--- config.mk ---
export PLATFORM = sky130hd
export DESIGN_NAME = multicycle_control
export DESIGN_NICKNAME = d
export VERILOG_FILES = /design/src/rtl/multicycle_control_pkg.sv /design/src/rtl/multicycle_control_mem_wait_timer.sv /design/src/rtl/multicycle_control.sv
export SDC_FILE = /design/constraint.sdc
export NUM_CORES = 1
export LEC_CHECK = 0
export CORE_MARGIN = 10
export CORE_UTILIZATION = 39
export CTS_CLUSTER_DIAMETER = 200
export DETAILED_ROUTE_END_ITERATION = 12
export PLACE_DENSITY = 0.72
export SLEW_MARGIN = 25
export SYNTH_ARGS = -nofsm -noshare
export SYNTH_HDL_FRONTEND = slang
export SYNTH_SLANG_ARGS = --single-unit
export TNS_END_PERCENT = 1
--- constraint.sdc ---
create_clock -name clk -period 1.57 [get_ports clk]
set_input_delay 0.314 -clock clk [delete_from_list [all_inputs] [get_ports clk]]
set_output_delay 0.314 -clock clk [all_outputs]
set_load 0.02 [all_outputs]
--- src/rtl/multicycle_control_pkg.sv ---
// ---------------------------------------------------------------------------
// multicycle_control_pkg
// Shared definitions for the multicycle CPU control unit:
//   - state_e        : FSM state encodings (also exported on the debug port)
//   - OP_*           : primary opcodes (IR[31:26]) understood by the decoder
//   - alu_op_e       : ALU operation select driven into the ALU control
//   - alu_src_b_e    : ALU B-operand mux select
//   - pc_source_e    : PC next-value mux select
//   - is_mem_wait_state : states that sit on the memory ready handshake
// ---------------------------------------------------------------------------
package multicycle_control_pkg;

    typedef enum logic [3:0] {
        S_FETCH    = 4'd0,
        S_DECODE   = 4'd1,
        S_MEM_ADDR = 4'd2,
        S_MEM_RD   = 4'd3,
        S_MEM_WB   = 4'd4,
        S_MEM_WR   = 4'd5,
        S_EXEC_R   = 4'd6,
        S_R_WB     = 4'd7,
        S_BRANCH   = 4'd8,
        S_JUMP     = 4'd9,
        S_ADDI_EX  = 4'd10,
        S_ADDI_WB  = 4'd11
    } state_e;

    localparam logic [5:0] OP_R    = 6'h00;
    localparam logic [5:0] OP_J    = 6'h02;
    localparam logic [5:0] OP_BEQ  = 6'h04;
    localparam logic [5:0] OP_BNE  = 6'h05;
    localparam logic [5:0] OP_ADDI = 6'h08;
    localparam logic [5:0] OP_LW   = 6'h23;
    localparam logic [5:0] OP_SW   = 6'h2B;

    typedef enum logic [1:0] {
        ALU_ADD   = 2'd0,
        ALU_SUB   = 2'd1,
        ALU_FUNCT = 2'd2
    } alu_op_e;

    typedef enum logic [1:0] {
        SRCB_REG     = 2'd0,
        SRCB_FOUR    = 2'd1,
        SRCB_IMM     = 2'd2,
        SRCB_IMM_SHL = 2'd3
    } alu_src_b_e;

    typedef enum logic [1:0] {
        PC_ALU    = 2'd0,
        PC_ALUOUT = 2'd1,
        PC_JUMP   = 2'd2
    } pc_source_e;

    // The three states that hold a memory request open until mem_ready.
    function automatic logic is_mem_wait_state(input state_e s);
        return (s == S_FETCH) || (s == S_MEM_RD) || (s == S_MEM_WR);
    endfunction

endpackage

--- src/rtl/multicycle_control_mem_wait_timer.sv ---
// ---------------------------------------------------------------------------
// multicycle_control_mem_wait_timer
// Counts how long the control FSM has been stalled on a memory handshake and
// flags when the count has reached TIMEOUT.
// Ports:
//   clk        in  sole clock, rising edge
//   reset      in  synchronous, active-high; clears the count
//   clear_i    in  FSM is leaving its state (or faulting); restart the count
//   wait_i     in  FSM is in a memory state and mem_ready is low
//   timeout_o  out count has reached TIMEOUT
// ---------------------------------------------------------------------------
module multicycle_control_mem_wait_timer #(
    parameter int TIMEOUT = 15,
    parameter int CNT_W   = 4
) (
    input  logic clk,
    input  logic reset,
    input  logic clear_i,
    input  logic wait_i,
    output logic timeout_o
);

    logic [CNT_W-1:0] cnt_q;
    logic [CNT_W-1:0] cnt_d;

    // A state change always wins over a wait, so each memory state starts
    // its own budget from zero. The count never passes TIMEOUT because the
    // FSM faults (and therefore clears) once it gets there.
    always_comb begin
        cnt_d = cnt_q;
        if (clear_i) begin
            cnt_d = '0;
        end else if (wait_i) begin
            cnt_d = cnt_q + 1'b1;
        end
    end

    // Wait counter register with synchronous reset.
    always_ff @(posedge clk) begin
        if (reset) begin
            cnt_q <= '0;
        end else begin
            cnt_q <= cnt_d;
        end
    end

    assign timeout_o = (cnt_q == CNT_W'(TIMEOUT));

endmodule

--- src/rtl/multicycle_control.sv ---
// ---------------------------------------------------------------------------
// multicycle_control
// Main control FSM of the multicycle CPU. Sequences fetch / decode / execute /
// memory / writeback and drives every datapath select and enable line.
// Memory states wait on mem_ready, guarded by a timeout watchdog.
// Ports:
//   clk, reset                 clock and synchronous active-high reset
//   opcode                     IR[31:26], valid from DECODE onward
//   mem_ready                  memory finished the current access this cycle
//   pc_write, pc_write_cond    PC load enables (conditional on zero^branch_sel)
//   branch_sel                 0=BEQ, 1=BNE polarity into the branch mux
//   pc_source                  0=ALU, 1=ALUOut, 2=jump target
//   iord, mem_read, mem_write  memory address select and request strobes
//   ir_write                   IR load enable
//   reg_dst, mem_to_reg        register file write address / data selects
//   reg_write                  register file write enable
//   alu_src_a, alu_src_b       ALU operand selects
//   alu_op                     0=add, 1=sub, 2=funct-decoded
//   illegal_op, mem_fault      one-cycle error pulses
//   state                      current state, for debug
// ---------------------------------------------------------------------------
module multicycle_control
    import multicycle_control_pkg::*;
#(
    parameter int OP_W    = 6,
    parameter int TIMEOUT = 15,
    parameter int CNT_W   = 4
) (
    input  logic            clk,
    input  logic            reset,
    input  logic [OP_W-1:0] opcode,
    input  logic            mem_ready,
    output logic            pc_write,
    output logic            pc_write_cond,
    output logic            branch_sel,
    output logic [1:0]      pc_source,
    output logic            iord,
    output logic            mem_read,
    output logic            mem_write,
    output logic            ir_write,
    output logic            reg_dst,
    output logic            mem_to_reg,
    output logic            reg_write,
    output logic            alu_src_a,
    output logic [1:0]      alu_src_b,
    output logic [1:0]      alu_op,
    output logic            illegal_op,
    output logic            mem_fault,
    output logic [3:0]      state
);

    state_e state_q;
    state_e state_d;
    logic   memWaiting;
    logic   timedOut;
    logic   faultNow;
    logic   illegalNow;
    logic   timerClear;

    // A fault only fires while actually stalled; mem_ready arriving in the
    // timeout cycle itself lets the access complete normally.
    assign memWaiting = is_mem_wait_state(state_q) && !mem_ready;
    assign faultNow   = memWaiting && timedOut;
    assign timerClear = (state_d != state_q) || faultNow;

    multicycle_control_mem_wait_timer #(
        .TIMEOUT (TIMEOUT),
        .CNT_W   (CNT_W)
    ) u_mem_wait_timer (
        .clk       (clk),
        .reset     (reset),
        .clear_i   (timerClear),
        .wait_i    (memWaiting),
        .timeout_o (timedOut)
    );

    // Next-state logic. Memory states either advance on mem_ready, abandon
    // the instruction on timeout, or hold. DECODE dispatches on the opcode
    // and flags anything it does not recognise.
    always_comb begin
        state_d    = state_q;
        illegalNow = 1'b0;
        case (state_q)
            S_FETCH: begin
                if (mem_ready)     state_d = S_DECODE;
                else if (faultNow) state_d = S_FETCH;
            end
            S_DECODE: begin
                case (opcode)
                    OP_LW, OP_SW:    state_d = S_MEM_ADDR;
                    OP_R:            state_d = S_EXEC_R;
                    OP_BEQ, OP_BNE:  state_d = S_BRANCH;
                    OP_J:            state_d = S_JUMP;
                    OP_ADDI:         state_d = S_ADDI_EX;
                    default: begin
                        state_d    = S_FETCH;
                        illegalNow = 1'b1;
                    end
                endcase
            end
            S_MEM_ADDR: state_d = (opcode == OP_LW) ? S_MEM_RD : S_MEM_WR;
            S_MEM_RD: begin
                if (mem_ready)     state_d = S_MEM_WB;
                else if (faultNow) state_d = S_FETCH;
            end
            S_MEM_WR: begin
                if (mem_ready)     state_d = S_FETCH;
                else if (faultNow) state_d = S_FETCH;
            end
            S_EXEC_R:  state_d = S_R_WB;
            S_ADDI_EX: state_d = S_ADDI_WB;
            S_MEM_WB, S_R_WB, S_BRANCH, S_JUMP, S_ADDI_WB: state_d = S_FETCH;
            default:   state_d = S_FETCH;
        endcase
    end

    // State register; reset returns to FETCH from anywhere, including a
    // stalled memory state.
    always_ff @(posedge clk) begin
        if (reset) begin
            state_q <= S_FETCH;
        end else begin
            state_q <= state_d;
        end
    end

    // Moore output decode. Only the FETCH PC/IR load follows mem_ready so the
    // instruction is captured exactly when memory delivers it.
    always_comb begin
        pc_write      = 1'b0;
        pc_write_cond = 1'b0;
        branch_sel    = 1'b0;
        pc_source     = PC_ALU;
        iord          = 1'b0;
        mem_read      = 1'b0;
        mem_write     = 1'b0;
        ir_write      = 1'b0;
        reg_dst       = 1'b0;
        mem_to_reg    = 1'b0;
        reg_write     = 1'b0;
        alu_src_a     = 1'b0;
        alu_src_b     = SRCB_REG;
        alu_op        = ALU_ADD;
        case (state_q)
            S_FETCH: begin
                mem_read  = 1'b1;
                alu_src_b = SRCB_FOUR;
                pc_write  = mem_ready;
                ir_write  = mem_ready;
            end
            S_DECODE: alu_src_b = SRCB_IMM_SHL;
            S_MEM_ADDR, S_ADDI_EX: begin
                alu_src_a = 1'b1;
                alu_src_b = SRCB_IMM;
            end
            S_MEM_RD: begin
                mem_read = 1'b1;
                iord     = 1'b1;
            end
            S_MEM_WB: begin
                reg_write  = 1'b1;
                mem_to_reg = 1'b1;
            end
            S_MEM_WR: begin
                mem_write = 1'b1;
                iord      = 1'b1;
            end
            S_EXEC_R: begin
                alu_src_a = 1'b1;
                alu_op    = ALU_FUNCT;
            end
            S_R_WB: begin
                reg_write = 1'b1;
                reg_dst   = 1'b1;
            end
            S_BRANCH: begin
                alu_src_a     = 1'b1;
                alu_op        = ALU_SUB;
                pc_write_cond = 1'b1;
                pc_source     = PC_ALUOUT;
                branch_sel    = opcode[0];
            end
            S_JUMP: begin
                pc_write  = 1'b1;
                pc_source = PC_JUMP;
            end
            S_ADDI_WB: reg_write = 1'b1;
            default: ;
        endcase
    end

    assign illegal_op = illegalNow;
    assign mem_fault  = faultNow;
    assign state      = state_q;

endmodule

; ---- Word-level counts from Yosys, hierarchy flattened
; Index checks and enable logic that the tools add are counted.
[totals]
input_bits = 9
register_bits = 8
elab_cells = 62
[classes]
n_addsub = 1
n_reduce_logical = 17
eq_ne = 19
n_mux = 23
[ops]
columns = cell, count
row1 = one-hot mux 4 bit (7 select lines), 1
row2 = equality test 4 bit (second input constant), 5
row3 = one-hot mux 4 bit (5 select lines), 1
row4 = equality test 4 x 3 -> 1 bit (second input constant), 4
row5 = 2-to-1 mux 4 bit, 4
row6 = equality test 6 x 3 -> 1 bit (second input constant), 2
row7 = equality test 6 bit (second input constant), 2
row8 = 2-to-1 mux 1 bit, 12
row9 = OR reduction 2 bit, 6
row10 = equality test 4 x 2 -> 1 bit (second input constant), 2
row11 = one-hot mux 2 bit (2 select lines), 2
row12 = OR reduction 7 bit, 1
row13 = equality test 6 x 2 -> 1 bit (second input constant), 1
row14 = equality test 6 x 4 -> 1 bit (second input constant), 1
row15 = zero test 6 bit, 1
row16 = one-hot mux 2 bit (3 select lines), 1
row17 = adder 4 x 1 -> 4 bit (second input constant), 1
row18 = equality test 4 x 1 -> 1 bit (second input constant), 1
row19 = zero test 4 bit, 1
row20 = inequality test 4 bit, 1
row21 = OR reduction 4 bit, 1
row22 = logical OR 1 bit, 3
row23 = 2-to-1 mux 3 bit, 1
row24 = OR reduction 3 bit, 1
row25 = other kinds (3), 4

; ---- Logic depth before layout (Yosys ltp)
[depth]
word_depth = 11
ltp_mapped = 6
depth_no_buf = 5

; ---- Cells and area by module
; Synthesis repeated with hierarchy kept, for this count alone.
[hier_totals]
hier_cells = 115
hier_area_um2 = 839.6
[by_module_without_submodules]
columns = mod, seq_area_each_um2, area_per_inst_um2, cells_each, instances
row1 = multicycle_control, 80.1, 655.6, 97, 1
row2 = multicycle_control_mem_wait_timer, 80.1, 183.9, 18, 1

; ---- Least setup slack after synthesis
; OpenSTA, ideal clock, no wires.
[synth_path]
path_type = reg-to-output
start = reg state_q[1], in the netlist state[1]
end = out pc_write
path_stages_with_launch = 5
arrival_time_ns = 1.814
path_slack_ns = -0.558
path_buffers = 2
cell_sequence = dfxtp_1 buf_2 clkbuf_1 nor4_1 or2_2
[synth_between]
elab_chain_cells = 2
elab_cells_between_ends = 3
cone_classes = eq/ne: 1 / mux: 1 / reduce/logical: 1
[synth_lines]
columns = item, line_no
row1 = "start, declared", multicycle_control.sv:52  ; state_e state_q;
row2 = "start signal, assigned", multicycle_control.sv:123  ; state_q <= state_d;
row3 = equality test 4 bit or zero test 4 bit (tied branches), multicycle_control.sv:144  ; case (state_q)
row4 = one-hot mux 1 bit (2 select lines) (*), multicycle_control.sv:144
row5 = "end, declared", multicycle_control.sv:33  ; output logic pc_write,
; Every way passes the cells marked *; elsewhere a longest branch is shown, timed or not.

; ---- Worst setup path after layout
[layout_path]
start = reg state_q[2], in the netlist state[2]
end = reg u_mem_wait_timer.cnt_q[3]
[layout_between]
elab_chain_cells = 11
elab_cells_between_ends = 19
cone_classes = eq/ne: 7 / mux: 5 / reduce/logical: 7
[layout_lines]
columns = item, line_no
row1 = equality test 4 x 2 -> 1 bit or zero test 4 bit (tied branches), "multicycle_control_pkg.sv:57, multicycle_control.sv:83"
row2 = logical OR 1 bit (2 in a row), multicycle_control_pkg.sv:57  ; return (s == S_FETCH) || (s == S_MEM_RD) || (s == S_MEM_WR);
row3 = logical AND 1 bit, multicycle_control.sv:62  ; assign memWaiting = is_mem_wait_state(state_q) && !mem_ready;
row4 = logical AND 1 bit, multicycle_control.sv:63  ; assign faultNow = memWaiting && timedOut;
row5 = 2-to-1 mux 4 bit, "multicycle_control.sv:86, multicycle_control.sv:104, multicycle_control.sv:108"
row6 = "2-to-1 mux 4 bit, on equally long branches", "multicycle_control.sv:107, multicycle_control.sv:85, multicycle_control.sv:103"
row7 = one-hot mux 4 bit (7 select lines), multicycle_control.sv:83  ; case (state_q)
row8 = inequality test 4 bit, multicycle_control.sv:64  ; assign timerClear = (state_d != state_q) || faultNow;
row9 = logical OR 1 bit, multicycle_control.sv:64
row10 = OR reduction 2 bit (no source line), n/a
row11 = "end signal, assigned", multicycle_control_mem_wait_timer.sv:43  ; cnt_q <= cnt_d;
row12 = "end, declared", multicycle_control_mem_wait_timer.sv:23  ; logic [CNT_W-1:0] cnt_q;
; Several ways; a longest one is shown, not always the timed one.
; A chain may end at the register's enable or synchronous reset.

==> impl_metrics.tcl <==
set metrics [dict create \
    ir_drop_v 0.000613 \
    critPathLaunchType "flop" \
    cp.required_ns 1.70 \
    violations "negative setup slack" \
    wl_per_cell_um 15.6 \
    layout.cells.non_filler 220 \
    drive_gt1_frac 0.580 \
    nFillCells 124 \
    viasPerCell 5.42 \
    top_level_ports 32 \
    synth_top_area_share 0.188 \
    grt_max_degree 13 \
    rsz0062_at_grt "true" \
    hp-class "flop to flop" \
    final_util 0.841 \
    synth.area.top_cells "dfxtp_1 (19%), nand2b_1 (6.6%), nor2_1 (6.6%)" \
    initial_core_util 0.421 \
    dr.pass1.iters 4 \
    cts_buffers 3 \
    fin_hold_ws_ns 0.663 \
    ys_types 43 \
    area_growth_pct 99.9 \
    synth-seq-cells 8 \
    place_area_um2 1570 \
    drt_iter0_drc 51 \
    wl_met3_um 243 \
    power_w 0.000625 \
    antenna_found_initial 0 \
    powerDensity_nw_per_um2 368 \
    setup_viol 19 \
    skew_ns 0.000441 \
    multi_input_area_um2 811 \
    slew_violations 0 \
    wl_met2_um 1830 \
    dp.cells 215 \
    p_leak_nw 0.728 \
    cap_violations 0 \
    ys.flop_type "dfxtp_1" \
    routed_wl_um 3440 \
    n_antenna_cell 0 \
    wl_met1_um 1370 \
    max_freq_mhz 540 \
    grt_overflow_total 0 \
    syn_nets 128 \
    synth_largest_area_cell "dfxtp_1" \
    endpoint_kind "flop" \
    synth_seq_area_share 0.188 \
    grt_pass1_vias 1184 \
    avgSynthCellArea_um2 7.21 \
    critPathKind "flop to flop" \
    min_period_ns 1.85 \
    async_flop_share 0 \
    worst_slew_pin_slew_ns 0.423 \
    worstSkewPairLatency_ns 0.25 \
    cp.arrival_ns 1.98 \
    finalHoldViolCount 0 \
    grt_pass1_wl_um 5680 \
    track_usage 0.157 \
    top_layer_used "met3" \
    cp_max_fo 6 \
    syn-cell-area_um2 851 \
    synth_edf_count 0 \
    die_h_um 66.7 \
    reg2reg_slack_ns -0.28 \
    drc_errors 0 \
    nNetsFinal 205 \
    cts_htree_levels 1 \
    fin_crit_sh 1.18 \
    dieArea_um2 4450 \
    vias 1193 \
    antenna_left 0 \
    coreArea_um2 2020 \
    status "complete, but fails checks" \
    io_buffers 31 \
    cts_buffer_depth 2 \
    clk_pin_slew_worst_paths_ns 0.05 \
    layout_setup_ws_ns -0.282 \
    stdcell_area_um2 1700 \
    routabilityCongestion 0.920 \
    fp.dieW_um 66.7 \
    slew_headroom 0.718 \
    regArea_um2 175 \
    clock_tree.root_cell "clkbuf_4" \
    dpl.hpwl_um 2610 \
    placementRows 16 \
    cts_tree "built" \
    synth_warnings 0 \
    cts_sinks 8 \
    syn_inst 118 \
    cts_hold_buf 0 \
]
## kinds of logic (layout without fill, tap and decap cells)
logic type,after synthesis,after routing,share of synthesized area
AND/OR/NAND/NOR,64,64,0.431
AO/OA/AOI/OAI,28,28,0.234
buffers and inverters,11,86,0.0676
flip-flops,8,8,0.188
XOR/XNOR,4,4,0.0412
adder cells (fa/ha/maj),2,2,0.0265
multiplexers,1,1,0.0118
## per-layer routing
layer  track usage  vias up
li1              -      591
met1         0.174      568
met2         0.290       34
met3        0.0535        0
met4       0.00524        0
met5             0        -
## path summary, 6_finish.rpt
check,startpoint,end,depth (start not counted)
worst max-delay path,state[2]$_SDFF_PP0_,u_mem_wait_timer.cnt_q[3]$_SDFFE_PP0P_,5
worst min-delay path,u_mem_wait_timer.cnt_q[1]$_SDFFE_PP0P_,u_mem_wait_timer.cnt_q[1]$_SDFFE_PP0P_,3
worst max register to register,state[2]$_SDFF_PP0_,u_mem_wait_timer.cnt_q[3]$_SDFFE_PP0P_,5
worst min register to register,u_mem_wait_timer.cnt_q[1]$_SDFFE_PP0P_,u_mem_wait_timer.cnt_q[1]$_SDFFE_PP0P_,3
## flip-flops by register name (all words and copies together), names as in the netlist
register                flops
state                       4
u_mem_wait_timer.cnt_q      4
## per-stage QoR
stage	setup slack (ns)	setup TNS, ns
after floorplan	-0.172	-1.82
after global placement	-0.750	-10.64
after detailed placement	-0.776	-10.91
after CTS	-0.254	-2.94
after global routing	-0.352	-4.31
final	-0.282	-2.98
## repair_timing
action | CTS | global route
setup buffers | 2 | 0
endpoints found under the setup margin | 29 | 28
gates resized for setup | 124 | 14
pin swaps | 6 | 2
## worst max-delay path, cell delays in order, from the launching register on
cell	delay, ns
dfxtp_4	0.36
or4b_4	0.55
buf_6	0.14
or3_4	0.35
o211ai_4	0.24
nor4_2	0.09
## placed cells by master (no fill, tap or decap), types with 2 or more instances in the layout
cell,netlist,routed
buf_4,2,58
nor2_1,15,13
nand2b_1,9,6
dlygate4sd2_1,0,6
nor3_2,1,5
clkdlybuf4s50_1,0,5
buf_6,1,5
nor3_1,9,4
or2_2,4,4
o21ai_0,6,4
buf_2,1,4
dfxtp_4,0,4
dfxtp_1,8,4
nand2b_4,0,3
nand3_1,3,3
a21oi_1,4,3
clkbuf_4,0,3
nor2_2,0,2
o21a_1,2,2
a211oi_2,0,2
o21ai_2,0,2
inv_1,2,2
nand2_1,2,2
or3_4,0,2
and3_1,2,2
or3_1,4,2
xnor2_1,3,2
nor4_1,5,2
nand3b_1,2,2
a31oi_1,2,2
nor4_2,0,2
o211ai_1,2,2
## Yosys cell counts (3+ instances only)
cell type  count
nor2_1        15
nand2b_1       9
nor3_1         9
dfxtp_1        8
o21ai_0        6
clkbuf_1       5
nor4_1         5
a21oi_1        4
or2_2          4
or3_1          4
a211oi_1       3
nand3_1        3
xnor2_1        3
## report_power, final
part / internal [W] / switching, W / total, W
logic: 0.000140 / 0.000119 / 0.000259
registers: 0.000203 / 0.00000599 / 0.000209
clock network: 0.0000875 / 0.0000703 / 0.000158
total: 0.000430 / 0.000195 / 0.000625
## cell type report
cell class | instances | share of cell area
Clock buffer | 3 | 0.0132
Tap cell | 27 | 0.0199
Sequential cell | 8 | 0.103
Multi-Input combinational cell | 99 | 0.477
Timing Repair Buffer | 81 | 0.383
Inverter | 2 | 0.00442
Power figures use the tool's default switching activity.
